===== config.mk =====
export PLATFORM = sky130hd
export DESIGN_NAME = rst_gen
export DESIGN_NICKNAME = d
export VERILOG_FILES = /design/src/rtl/rst_gen.sv
export SDC_FILE = /design/constraint.sdc
export NUM_CORES = 1
export LEC_CHECK = 0
export CORE_MARGIN = 5
export CORE_UTILIZATION = 25
export CTS_BUF_LIST = sky130_fd_sc_hd__clkbuf_16
export CTS_CLUSTER_DIAMETER = 200
export DETAILED_ROUTE_END_ITERATION = 8
export PLACE_DENSITY = 0.41
export SLEW_MARGIN = 25
export SYNTH_ARGS = -nofsm -noshare
export SYNTH_HDL_FRONTEND = slang
export SYNTH_SLANG_ARGS = --single-unit

===== constraint.sdc =====
create_clock -name i_clk -period 1.8 [get_ports i_clk]
set_input_delay 0.36 -clock i_clk [delete_from_list [all_inputs] [get_ports i_clk]]
set_output_delay 0.36 -clock i_clk [all_outputs]
set_load 0.01 [all_outputs]

===== src/rtl/rst_gen.sv =====
// Lock-qualified reset sequencer: releases o_rst, then o_rst_hash.
// Optional lock-loss counter built when RST_LOST_CNT_EN is defined.
module rst_gen #(
  parameter int SYNC_STAGES        = 2,
  parameter int LOCK_STABLE_CYCLES = 1024,
  parameter int HASH_DELAY         = 256
) (
  input  logic       i_clk,
  input  logic       i_rst,
  input  logic       i_mmcm_locked,
  output logic       o_rst,
  output logic       o_rst_hash,
  output logic       o_ready,
  output logic       o_lock_lost,
  output logic [7:0] o_lost_cnt
);

  localparam int MAXC =
    (LOCK_STABLE_CYCLES > HASH_DELAY) ?
    LOCK_STABLE_CYCLES : HASH_DELAY;
  localparam int CW = $clog2(MAXC) + 1;

  localparam logic [CW-1:0] LOCK_LAST =
    CW'(LOCK_STABLE_CYCLES - 1);
  localparam logic [CW-1:0] HASH_LAST =
    CW'(HASH_DELAY - 1);

  typedef enum logic [1:0] {
    WAIT_LOCK,
    REL_SYS,
    RUN
  } state_t;

  state_t                 state;
  logic [CW-1:0]          cnt;
  logic [SYNC_STAGES-1:0] sync;
  logic                   lock_s;

  // Plain flop chain; LOCKED is asynchronous to i_clk.
  always_ff @(posedge i_clk) begin
    if (i_rst) begin
      sync <= '0;
    end else begin
      sync <= {sync[SYNC_STAGES-2:0], i_mmcm_locked};
    end
  end

  assign lock_s = sync[SYNC_STAGES-1];

  always_ff @(posedge i_clk) begin
    if (i_rst) begin
      state       <= WAIT_LOCK;
      cnt         <= '0;
      o_rst       <= 1'b1;
      o_rst_hash  <= 1'b1;
      o_ready     <= 1'b0;
      o_lock_lost <= 1'b0;
    end else begin
      o_lock_lost <= 1'b0;
      unique case (state)
        WAIT_LOCK: begin
          if (!lock_s) begin
            cnt <= '0;
          end else if (cnt == LOCK_LAST) begin
            state <= REL_SYS;
            cnt   <= '0;
            o_rst <= 1'b0;
          end else begin
            cnt <= cnt + 1'b1;
          end
        end
        REL_SYS: begin
          // Lock loss wins over the hash release.
          if (!lock_s) begin
            state       <= WAIT_LOCK;
            cnt         <= '0;
            o_rst       <= 1'b1;
            o_rst_hash  <= 1'b1;
            o_ready     <= 1'b0;
            o_lock_lost <= 1'b1;
          end else if (cnt == HASH_LAST) begin
            state      <= RUN;
            o_rst_hash <= 1'b0;
            o_ready    <= 1'b1;
          end else begin
            cnt <= cnt + 1'b1;
          end
        end
        RUN: begin
          if (!lock_s) begin
            state       <= WAIT_LOCK;
            cnt         <= '0;
            o_rst       <= 1'b1;
            o_rst_hash  <= 1'b1;
            o_ready     <= 1'b0;
            o_lock_lost <= 1'b1;
          end
        end
        default: begin
          state <= WAIT_LOCK;
          cnt   <= '0;
        end
      endcase
    end
  end

`ifdef RST_LOST_CNT_EN
  // Counts registered pulses, so it lags o_lock_lost by one edge.
  always_ff @(posedge i_clk) begin
    if (i_rst) begin
      o_lost_cnt <= 8'd0;
    end else if (o_lock_lost && (o_lost_cnt != 8'hff)) begin
      o_lost_cnt <= o_lost_cnt + 8'd1;
    end
  end
`else
  assign o_lost_cnt = 8'd0;
`endif

endmodule


==> flow_metrics.tcl <==
set metrics [dict create \
    grt_pass1_vias 1025 \
    cap_violations 0 \
    drt-met1-wl_um 1370 \
    grt_max_degree 12 \
    period_needed_ns 1.72 \
    dp_hpwl_um 2270 \
    cpPeakStageDelay_ns 0.41 \
    first_iter_violations 54 \
    area_growth_pct 25.1 \
    placed_cells_incl_taps 213 \
    synth_warnings 0 \
    peakVddDrop_v 0.000393 \
    route.detailed.drc 0 \
    max_freq_ghz 0.581 \
    clock_skew_ns 0.00549 \
    synthArstFlopShare_pct 0 \
    slew_viol_final 0 \
    chipWidth_um 78.8 \
    required_ns 1.94 \
    netlist_area_um2 1180 \
    wl_met2_um 1380 \
    wl_um 2900 \
    syn_inst 145 \
    die_h_um 78.8 \
    final_common_cell "dfxtp_1" \
    final-setup-viol-count 0 \
    cts-root-buf "clkbuf_16" \
    leakage_nw 0.533 \
    final_nets 171 \
    crit_chain "inv_1 -> ha_1 -> a41o_1 -> a21oi_2 -> mux2_1" \
    wl_met3_um 123 \
    synth_ff_type "dfxtp_1" \
    crit_path_start_kind "flop" \
    cts_buffers 3 \
    initial_core_util_pct 25.4 \
    crit_arrival_ns 1.86 \
    critPathMaxFanout 7 \
    hold_viol 0 \
    gp_congestion 0.809 \
    outcome "finished clean" \
    synth_edf_count 0 \
    insertion_delay_ns 0.25 \
    wire_per_inst_um 13.4 \
    final_core_util_pct 31.8 \
    grtUsageTotal_pct 9.56 \
    cts_sinks 19 \
    dieArea_um2 6220 \
    hold_slack_ns 0.436 \
    final.period_utilization_pct 95.7 \
    drive_gt1_share_pct 20.2 \
    vias_per_cell 5.21 \
    synth-seq-area-share_pct 32.1 \
    design_area_um2 1480 \
    rows 25 \
    clkTransAtPathRegs_ns 0.06 \
    core-area_um2 4660 \
    slowest_stage "dfxtp_1" \
    first_pass_iters 4 \
    antenna_found_initial 0 \
    port_buffers 6 \
    placed_area_um2 1360 \
    postSynthAreaPerCell_um2 8.17 \
    finalPower_w 0.000937 \
    io_pins 15 \
    final_cells 217 \
    h-tree-depth 1 \
    critPathKind "flop to flop" \
    hp-class "flop to flop" \
    cts.path.max_buffers 2 \
    grt-ovfl-total 0 \
    antenna_cells 0 \
    grt_pass1_wl_um 4870 \
    pwr_density_cell_nw_per_um2 632 \
    cts_tree "done" \
    highest_layer "met4" \
    yosysUniqueCellTypes 45 \
    final_cell_mix "dfxtp_1, buf_4, nand3_1" \
    synth_seq_cells 19 \
    antenna_left 0 \
    vias 1131 \
    end_kind "flop" \
]
[flip-flops by register name (all words and copies together) (netlist names)]
signal	flops
cnt	11
state	2
sync	2
o_lock_lost	1
o_ready	1
o_rst	1
o_rst_hash	1
[per-stage QoR]
| stage | setup TNS, ns | setup slack, ns |
|---|---|---|
| final | 0 | 0.0775 |
| after global routing | -0.000820 | -0.000820 |
| after CTS | 0 | 0.0259 |
| after detailed placement | 0 | 0.0518 |
| after global placement | 0 | 0.0559 |
| after floorplan | 0 | 0.0204 |
[area by class of cell]
class                      count  area (µm²)
clock inverter                 1        5.00
multi-input combinational    110         741
fill                         481        3180
timing repair buffer          23         188
tap                           54        67.6
inverter                       7        26.3
sequential                    19         380
clock buffer                   3        75.1
[worst paths after layout]
check | slack [ns] | endpoint | from | cells after the start
worst max-delay path | 0.08 | cnt[8] | state[0] | 5
worst min-delay path | 0.44 | sync[1] | sync[0] | 1
worst min register to register | 0.44 | sync[1] | sync[0] | 1
worst max register to register | 0.08 | cnt[8] | state[0] | 5
[metal layers]
layer  global-route usage, %  vias up
met1                    12.3      543
li1                        -      555
met4                    2.58        0
met2                    16.0       29
met5                       0        -
met3                    2.27        4
[cell usage after synthesis (2+ instances only)]
cell type  number  share of area, %
nor2b_1         4               2.1
inv_1           7               2.2
o211ai_1        3               1.9
buf_4          11               7.0
nor3_1          5               2.1
a41oi_1         2               1.5
clkbuf_1        4               1.3
or3_1           4               2.1
o21ai_0         6               2.5
a21oi_1         5               2.1
o311ai_0        2               1.5
and3_1          3               1.6
nand2b_1        2               1.1
dfxtp_1        19                32
nor2_1          5               1.6
nand4_1        10               5.3
ha_1            4               4.2
nand2_1         8               2.5
nand3_1        14               5.9
nor4_1          2               1.1
[what timing repair did]
item | 4_1_cts | 5_1_grt
setup buffers | 0 | 0
hold buffers | 0 | 0
resized for setup | 0 | 8
setup endpoints to repair | 0 | 14
[worst max-delay path: cells and delay by family, from the launching register on]
family | cells | cell delay (ns)
AOI/OAI and AO/OA | 2 | 0.45
DFF | 1 | 0.41
muxes | 1 | 0.33
adders and majority gates | 1 | 0.31
buffers and inverters | 1 | 0.10
[logic make-up (layout without fill, tap and decap cells)]
group / Yosys count / after routing / share of synthesized area (%)
and+or+nand+nor: 68 / 68 / 34.3
AOI/OAI and AO/OA: 27 / 27 / 15.6
buffers and inverters: 23 / 34 / 10.9
DFF: 19 / 19 / 32.1
adders and majority gates: 4 / 4 / 4.22
muxes: 2 / 2 / 1.80
other: 1 / 8 / 0.316
xor gates and xnor gates: 1 / 1 / 0.739
[where the power goes]
part	switching, W	total (W)	internal [W]
combinational	0.0000261	0.0000430	0.0000169
sequential	0.00000143	0.000425	0.000423
clock	0.000171	0.000469	0.000298
total	0.000198	0.000937	0.000738
No activity file was read; power rests on OpenSTA's default activity.
